### config.mk
export PLATFORM = sky130hd
export DESIGN_NAME = key_debounce_multi
export DESIGN_NICKNAME = d
export VERILOG_FILES = /design/src/rtl/key_debounce_multi.sv
export SDC_FILE = /design/constraint.sdc
export NUM_CORES = 1
export LEC_CHECK = 0
export CORE_MARGIN = 8
export CORE_UTILIZATION = 55
export CTS_CLUSTER_SIZE = 24
export DETAILED_ROUTE_END_ITERATION = 6
export PLACE_DENSITY = 0.75
export SYNTH_ARGS = -nofsm -noshare
export SYNTH_HDL_FRONTEND = slang
export SYNTH_SLANG_ARGS = --single-unit
### constraint.sdc
create_clock -name clk -period 2.2 [get_ports clk]
set_clock_uncertainty 0.1 [all_clocks]
set_input_delay 0.55 -clock clk [delete_from_list [all_inputs] [get_ports clk]]
set_output_delay 0.55 -clock clk [all_outputs]
set_load 0.1 [all_outputs]
### src/rtl/key_debounce_multi.sv
// N-channel push-button conditioner: per-key synchroniser, stability counter,
// press/release edge pulses and optional hold-to-repeat pulses.
module key_debounce_multi #(
    parameter int N_KEYS          = 3,
    parameter int DEBOUNCE_CYCLES = 1000000,
    parameter int REPEAT_DELAY    = 25000000,
    parameter int REPEAT_PERIOD   = 5000000,
    parameter int CNT_W           = 25
) (
    input  logic              clk,
    input  logic              rst_n,
    input  logic [N_KEYS-1:0] keys_n,
    input  logic [N_KEYS-1:0] repeat_en,
    output logic [N_KEYS-1:0] key_state,
    output logic [N_KEYS-1:0] press_pulse,
    output logic [N_KEYS-1:0] release_pulse,
    output logic [N_KEYS-1:0] repeat_pulse
);

    localparam longint MAX_A   = (DEBOUNCE_CYCLES > REPEAT_DELAY) ? DEBOUNCE_CYCLES : REPEAT_DELAY;
    localparam longint MAX_CNT = (MAX_A > REPEAT_PERIOD) ? MAX_A : REPEAT_PERIOD;

    generate
        if ((64'd1 << CNT_W) <= MAX_CNT) begin : g_bad_cnt_w
            $error("key_debounce_multi: CNT_W too small for the configured cycle counts");
        end
        if (DEBOUNCE_CYCLES < 2) begin : g_bad_debounce
            $error("key_debounce_multi: DEBOUNCE_CYCLES must be at least 2");
        end
        if (N_KEYS < 1 || N_KEYS > 16) begin : g_bad_n_keys
            $error("key_debounce_multi: N_KEYS must be in 1..16");
        end
    endgenerate

    localparam logic [CNT_W-1:0] DB_LAST = CNT_W'(DEBOUNCE_CYCLES - 1);
    localparam logic [CNT_W-1:0] RD_LAST = CNT_W'(REPEAT_DELAY - 1);
    localparam logic [CNT_W-1:0] RP_LAST = CNT_W'(REPEAT_PERIOD - 1);

    for (genvar i = 0; i < N_KEYS; i++) begin : g_ch
        logic [1:0]       sync;
        logic             s;
        logic             ks;
        logic [CNT_W-1:0] dcnt;
        logic [CNT_W-1:0] rcnt;
        logic             first;
        logic             accept;
        logic             rpt_hit;
        logic             press_q;
        logic             release_q;
        logic             repeat_q;

        assign s       = ~sync[1];
        assign accept  = (s != ks) && (dcnt == DB_LAST);
        assign rpt_hit = (rcnt == (first ? RD_LAST : RP_LAST));

        always_ff @(posedge clk or negedge rst_n) begin
            if (!rst_n) begin
                sync <= 2'b11;
            end else begin
                sync <= {sync[0], keys_n[i]};
            end
        end

        // Any cycle where the sampled level agrees with the accepted one restarts qualification.
        always_ff @(posedge clk or negedge rst_n) begin
            if (!rst_n) begin
                ks        <= 1'b0;
                dcnt      <= '0;
                press_q   <= 1'b0;
                release_q <= 1'b0;
            end else begin
                press_q   <= accept && s;
                release_q <= accept && !s;
                if (s == ks) begin
                    dcnt <= '0;
                end else if (dcnt == DB_LAST) begin
                    ks   <= s;
                    dcnt <= '0;
                end else begin
                    dcnt <= dcnt + CNT_W'(1);
                end
            end
        end

        // A release being accepted this cycle counts as "not held", so repeat never meets release.
        always_ff @(posedge clk or negedge rst_n) begin
            if (!rst_n) begin
                rcnt     <= '0;
                first    <= 1'b1;
                repeat_q <= 1'b0;
            end else if (!ks || !repeat_en[i] || accept) begin
                rcnt     <= '0;
                first    <= 1'b1;
                repeat_q <= 1'b0;
            end else if (rpt_hit) begin
                rcnt     <= '0;
                first    <= 1'b0;
                repeat_q <= 1'b1;
            end else begin
                rcnt     <= rcnt + CNT_W'(1);
                repeat_q <= 1'b0;
            end
        end

        assign key_state[i]     = ks;
        assign press_pulse[i]   = press_q;
        assign release_pulse[i] = release_q;
        assign repeat_pulse[i]  = repeat_q;
    end

endmodule

==> flow_summary.ini, run 1 <==
[status]
status = complete, no violations

[route]
drcViolationCount = 0
drtAntennaViolNets = 0
drt_iter0_markers = 405
wl_per_cell_um = 15.5
routed_via_density = 5.96
firstDrtPassIters = 5
drt-total-wl_mm = 18.2
vias = 7025

[cells_and_area]
synthToLayoutAreaGrowth_pct = 17.8
antenna_cells = 0
final_nets = 963
nFillCells = 1247
multi_input_area_um2 = 4270
seq_area_um2 = 4290
drive_gt1_share_pct = 16.5
layout_commonest_cell = dfrtp_1
layout_common_cells = dfrtp_1, buf_4, nor3_1

[placed_design]
dp_hpwl_mm = 12.2
port_buffers = 19
gp_congestion = 0.834

[power_and_ir_drop]
swShare_pct = 21.1
power_density_nw_per_um2 = 624
pwr-share-comb_pct = 2.8
total_power_mw = 6.47
clkPwrFrac_pct = 48.0
p_seq_share_pct = 49.2
internal_power_mw = 5.11
p_sw_mw = 1.37
p_leak_nw = 3.97
worst_ir_drop_vdd_v = 0.000568

[yosys]
ys_ff_latch = 171
syn_area_per_cell_um2 = 9.88
async_reset_ff_share_pct = 100
synth.cell_area_um2 = 8800
ys_seq_area_share_pct = 48.7
synth-edff-count = 0
syn-num-nets = 905
yosysWarnings = 0
synth-main-ff-cell = dfrtp_1
yosysUniqueCellTypes = 52
syn_inst = 891

[floorplanning]
fp-row-count = 46
ios = 20
die_h_um = 143
initial_core_util_pct = 55.8
die-area_um2 = 20300
die_w_um = 143
coreArea_um2 = 15800

[cts]
h-tree-depth = 4
clk_pin_slew_ns = 0.07
cts_inserted_buffers = 17
cts_root_buffer = clkbuf_16
clock_latency_ns = 0.44
clock-sinks = 171
clockBufferDepth = 2
cts_tree = done

[global_routing]
grt_max_degree = 61
first_global_vias = 6753
grt_pass1_wl_mm = 31.9
grtUsageTotal_pct = 19.2
antenna_found_initial = 0
grt_overflow_total = 0

[worst_setup_path]
cp.arrival_ns = 2.43
end_kind = flop
crit_required_ns = 2.48
cp_max_fo = 15
crit_type = flop to flop
cp-start-kind = flop

[sta]
setup_viol = 0
hold_viol = 0
finalSetupTns_ns = 0
holdWs_ns = 0.256
timing.final.crit_share_pct = 97.8
maxSlewViolCount = 0
max_clock_freq_mhz = 465
min_period_ns = 2.15
worstMarginPinSlew_ns = 0.422
maxSlewHeadroom_pct = 71.5
rsz0062_at_grt = true

[min_path]
min_path_type = flop to flop

[job]
drv_cap = 0
-- flip-flops by register name (all words and copies together) (netlist names) --
register and cells:
g_ch.dcnt 75, g_ch.rcnt 75, g_ch.sync 6, g_ch.first 3
g_ch.ks 3, g_ch.press_q 3, g_ch.release_q 3, g_ch.repeat_q 3
-- per-stage QoR --
step	util [%]	instance area (um2)	std cells	setup WS, ns
final	65.7	10400	1178	0.0477
after global routing	65.7	10400	1178	-0.0122
after CTS	65.3	10300	1175	0.00198
after detailed placement	61.3	9670	1142	-0.0261
after global placement	61.3	9670	1142	0.0715
after floorplan	-	8820	891	0.0177
-- worst max-delay path, cell delays in order (launching register included) --
cell and delay, ns:
dfstp_2 0.54, nand4bb_1 0.10, or4_4 0.54, a2111oi_4 0.43, buf_12 0.20, o2111a_1 0.19
-- cell usage after synthesis, types with 2 or more instances --
cell / number / area share (%)
clkbuf_1: 25 / 1.1
and3_1: 12 / 0.85
o21ai_0: 35 / 2.0
or3_1: 31 / 2.2
o21bai_1: 3 / 0.26
or4_4: 2 / 0.26
nor3_1: 63 / 3.6
nand4_4: 2 / 0.48
a211oi_1: 32 / 2.7
and4_1: 18 / 1.8
inv_1: 18 / 0.77
and2_1: 2 / 0.14
o31ai_1: 29 / 2.5
xor2_1: 43 / 4.3
ha_1: 6 / 0.85
nor3b_1: 4 / 0.34
a21oi_1: 26 / 1.5
or4_1: 37 / 3.2
a2111oi_4: 2 / 0.63
nand2_1: 53 / 2.3
buf_2: 11 / 0.63
nand4b_1: 3 / 0.30
or3_2: 3 / 0.26
buf_4: 14 / 1.2
nor4bb_1: 4 / 0.45
o311ai_2: 2 / 0.37
dfrtp_1: 162 / 46
nor2_1: 55 / 2.3
or2_2: 6 / 0.43
nor4b_1: 4 / 0.40
dfstp_2: 9 / 2.7
nor4_1: 16 / 1.1
nor2b_1: 3 / 0.21
xnor2_1: 38 / 3.8
nand3_1: 51 / 2.9
nand4_1: 51 / 3.6
-- cell type report --
| type | instances | share of cell area (%) |
|---|---|---|
| flip-flops and latches | 171 | 41.4 |
| multi-input cells | 650 | 41.2 |
| repair buffers | 91 | 8.29 |
| clock buffers | 21 | 4.54 |
| well taps | 216 | 2.61 |
| clock inverters | 11 | 1.36 |
| inverters | 18 | 0.652 |
-- what timing repair did --
| action | in CTS | in global routing |
|---|---|---|
| gates resized for setup | 2 | 13 |
| pin swaps | 0 | 4 |
| cloned | 0 | 1 |
| buffers inserted | 0 | 2 |
| endpoints found under the hold margin | 17 | 0 |
| hold buffers | 1 | 0 |
| endpoints found under the setup margin | 2 | 64 |
-- kinds of logic (layout without fill, tap and decap cells) --
group | count (synthesis) | after routing | share of synthesized area (%)
xor+xnor | 81 | 81 | 8.06
mux | 1 | 1 | 0.114
buf+inv | 70 | 141 | 3.84
fa+ha+maj | 6 | 6 | 0.853
simple gates | 426 | 426 | 27.7
compound gates | 136 | 136 | 10.7
flops | 171 | 171 | 48.7
-- per-layer routing --
metal  vias up  GRT usage, %  part of all wire [%]
li1       3445             -                     -
met1      3455          24.8                    46
met2       104          31.5                    50
met3        21          3.92                   2.9
met4         0          6.43                   1.4
met5         -             0                     0
-- worst paths after layout --
kind	from	end	slack, ns	depth (start not counted)
worst max register to register	g_ch[0].first	g_ch[0].repeat_q	0.05	5
worst min-delay path	g_ch[1].sync[0]	g_ch[1].sync[1]	0.26	0
worst max-delay path	g_ch[0].first	g_ch[0].repeat_q	0.05	5
max in group asynchronous	rst_n	g_ch[2].first	0.92	3
min in group asynchronous	rst_n	g_ch[1].rcnt[3]	0.42	2
worst min register to register	g_ch[1].sync[0]	g_ch[1].sync[1]	0.26	0
-- power by group through the flow --
stage	registers (mW)	logic, mW	clock network [mW]
after floorplan	3.24	0.0497	0
after global placement	3.24	0.174	0
after detailed placement	3.24	0.177	0
after CTS	3.18	0.180	3.16
after global routing	3.19	0.204	3.31
final	3.19	0.179	3.11
Note: power is estimated with default switching activity, not from simulation.
==> inputs of run 2 (changes only) <==
- PLACE_DENSITY: 0.75 -> 0.72
- clock period: 2.2 -> 2.09 ns (I/O delays scaled with it)
==> run 2 against run 1 <==
Utilization grew 3.0 points. Final area grew 4.5%. Combinational power rose by 5%. Clock-buffer cell count decreased by 1. Maximum frequency grew 3.1%. Register-to-register slack worse by 0.04 ns. Sequential share of layout area decreased by 1.7 points. Critical path depth increased by 1. Die area did not move. Critical path type unchanged. Largest cell class is now multi-input gates.
==> flow_summary.ini, run 2 (synthesis results as in run 1) <==
[status]
status = complete, no violations

[floorplanning]
fp-row-count = 46
initial_core_util_pct = 55.8
die_w_um = 143
die-area_um2 = 20300
ios = 20
die_h_um = 143
coreArea_um2 = 15800

[placed_design]
dp_hpwl_mm = 13.9
dp_slack_ns = -0.0568
gp_congestion = 0.896
port_buffers = 19
dp_cells = 1175
placed_area_um2 = 10000

[cts]
h-tree-depth = 4
clock_latency_ns = 0.43
clock-sinks = 171
clk_pin_slew_ns = 0.06
clockBufferDepth = 2
cts_inserted_buffers = 17
cts_tree = done
cts_root_buffer = clkbuf_16

[route]
drt_iter0_markers = 392
wl_per_cell_um = 16.5
drtAntennaViolNets = 0
drt-total-wl_mm = 20.2
vias = 7428
drcViolationCount = 0
routed_via_density = 6.10
firstDrtPassIters = 5

[cells_and_area]
layout_common_cells = dfrtp_1, buf_4, nor3_1
antenna_cells = 0
final_area_um2 = 10800
synthToLayoutAreaGrowth_pct = 23.2
final_nets = 1003
fin_cells = 1218
largestRegisters = g_ch.dcnt x75, g_ch.rcnt x75, g_ch.sync x6
layout_commonest_cell = dfrtp_1
drive_gt1_share_pct = 23.2

[min_path]
min_path_type = flop to flop
whs_path_depth = 0

[worst_setup_path]
cp_top_family = simple AND/OR/NAND/NOR gates
end_kind = flop
cpMaxStageDelayCell = or4_4
r2r_cells = 6
path_buf_inv = 1
cp.arrival_ns = 2.32
cp-start-kind = flop
crit_required_ns = 2.33
path_depth = 6
cp_max_fo = 7
crit_path_max_incr_delay_ns = 0.48
crit_chain = ha_2 -> nand4_1 -> or4_4 -> buf_6 -> or3_4 -> a211oi_2
crit_type = flop to flop

[sta]
finalSetupTns_ns = 0
max_clock_freq_mhz = 479
timing.final.crit_share_pct = 99.8
setup_viol = 0
worst_slack_ns = 0.00331
maxSlewViolCount = 0
min_period_ns = 2.09
maxSlewHeadroom_pct = 70.4
rsz0062_at_grt = true
hold_viol = 0
worstMarginPinSlew_ns = 0.444

[power_and_ir_drop]
swShare_pct = 22.6
pwr-share-comb_pct = 2.9
clkPwrFrac_pct = 45.1
worst_ir_drop_vdd_v = 0.000586
total_power_mw = 6.45
p_seq_share_pct = 52.0
p_leak_nw = 4.16
power_density_nw_per_um2 = 595
internal_power_mw = 4.99
p_sw_mw = 1.46

[global_routing]
first_global_vias = 7381
grt_max_degree = 54
antenna_found_initial = 0
grt_pass1_wl_mm = 34.0
grt_overflow_total = 0
grtUsageTotal_pct = 20.3

[job]
drv_cap = 0
[run 2: cell count changes in the layout (fill, tap and decap cells not counted), moves of 4 or more]
cell and delta:
or3_4 +5, buf_4 +34, buf_12 +5, or3_1 -5
a211oi_2 +9, or4_4 +5, or4_1 -5, a211oi_1 -9
dfrtp_2 +5, clkinvlp_4 +4, dfrtp_1 -5
[run 2: power groups by stage]
stage | Combinational [mW] | Sequential [mW] | Clock, mW
after global placement | 0.173 | 3.41 | 0
after global routing | 0.216 | 3.36 | 3.12
after CTS | 0.185 | 3.36 | 2.98
final | 0.188 | 3.36 | 2.91
after floorplan | 0.0543 | 3.41 | 0
after detailed placement | 0.181 | 3.42 | 0
[run 2: layout make-up]
type	instances	area, um2
timing repair buffer	131	1230
tap	216	270
clock buffer	20	457
fill	1203	4930
sequential	171	4300
multi-input combinational	650	4430
clock inverter	12	91.3
inverter	18	67.6
[run 2: worst reg2reg max path, stage by stage (launching register included)]
cell,delay [ns]
dfrtp_1,0.36
ha_2,0.19
nand4_1,0.13
or4_4,0.48
buf_6,0.16
or3_4,0.36
a211oi_2,0.22
[run 2: metal layers]
layer	GRT usage, %	routed length, um	up-vias
met5	0	0	-
met1	25.0	8690	3697
met3	4.56	734	41
met4	7.61	359	0
met2	34.2	10400	169
li1	-	-	3521
[run 2: path summary, 6_finish.rpt]
| path | slack [ns] | end | startpoint |
|---|---|---|---|
| setup / recovery | 0.003 | g_ch[0].rcnt[20] | g_ch[0].rcnt[0] |
| hold / removal | 0.26 | g_ch[1].sync[1] | g_ch[1].sync[0] |
| setup reg to reg | 0.003 | g_ch[0].rcnt[20] | g_ch[0].rcnt[0] |
| hold reg to reg | 0.26 | g_ch[1].sync[1] | g_ch[1].sync[0] |
| max in group asynchronous | 0.68 | g_ch[1].first | rst_n |
| min in group asynchronous | 0.49 | g_ch[1].dcnt[22] | rst_n |
[run 2: per-stage QoR]
stage	utilization [%]	hold slack, ns
after floorplan	-	0.127
after global placement	63.4	0.246
after detailed placement	63.4	0.248
after CTS	67.2	0.258
after global routing	68.7	0.264
final	68.7	0.257
[run 2: repair_timing]
item                                    CTS  global route
setup buffers                             0            10
hold buffers                              1             0
endpoints found under the hold margin    40             0
gates resized for setup                  10            40
pin swaps                                 2            15
endpoints found under the setup margin   47            75
cloned                                    0             0
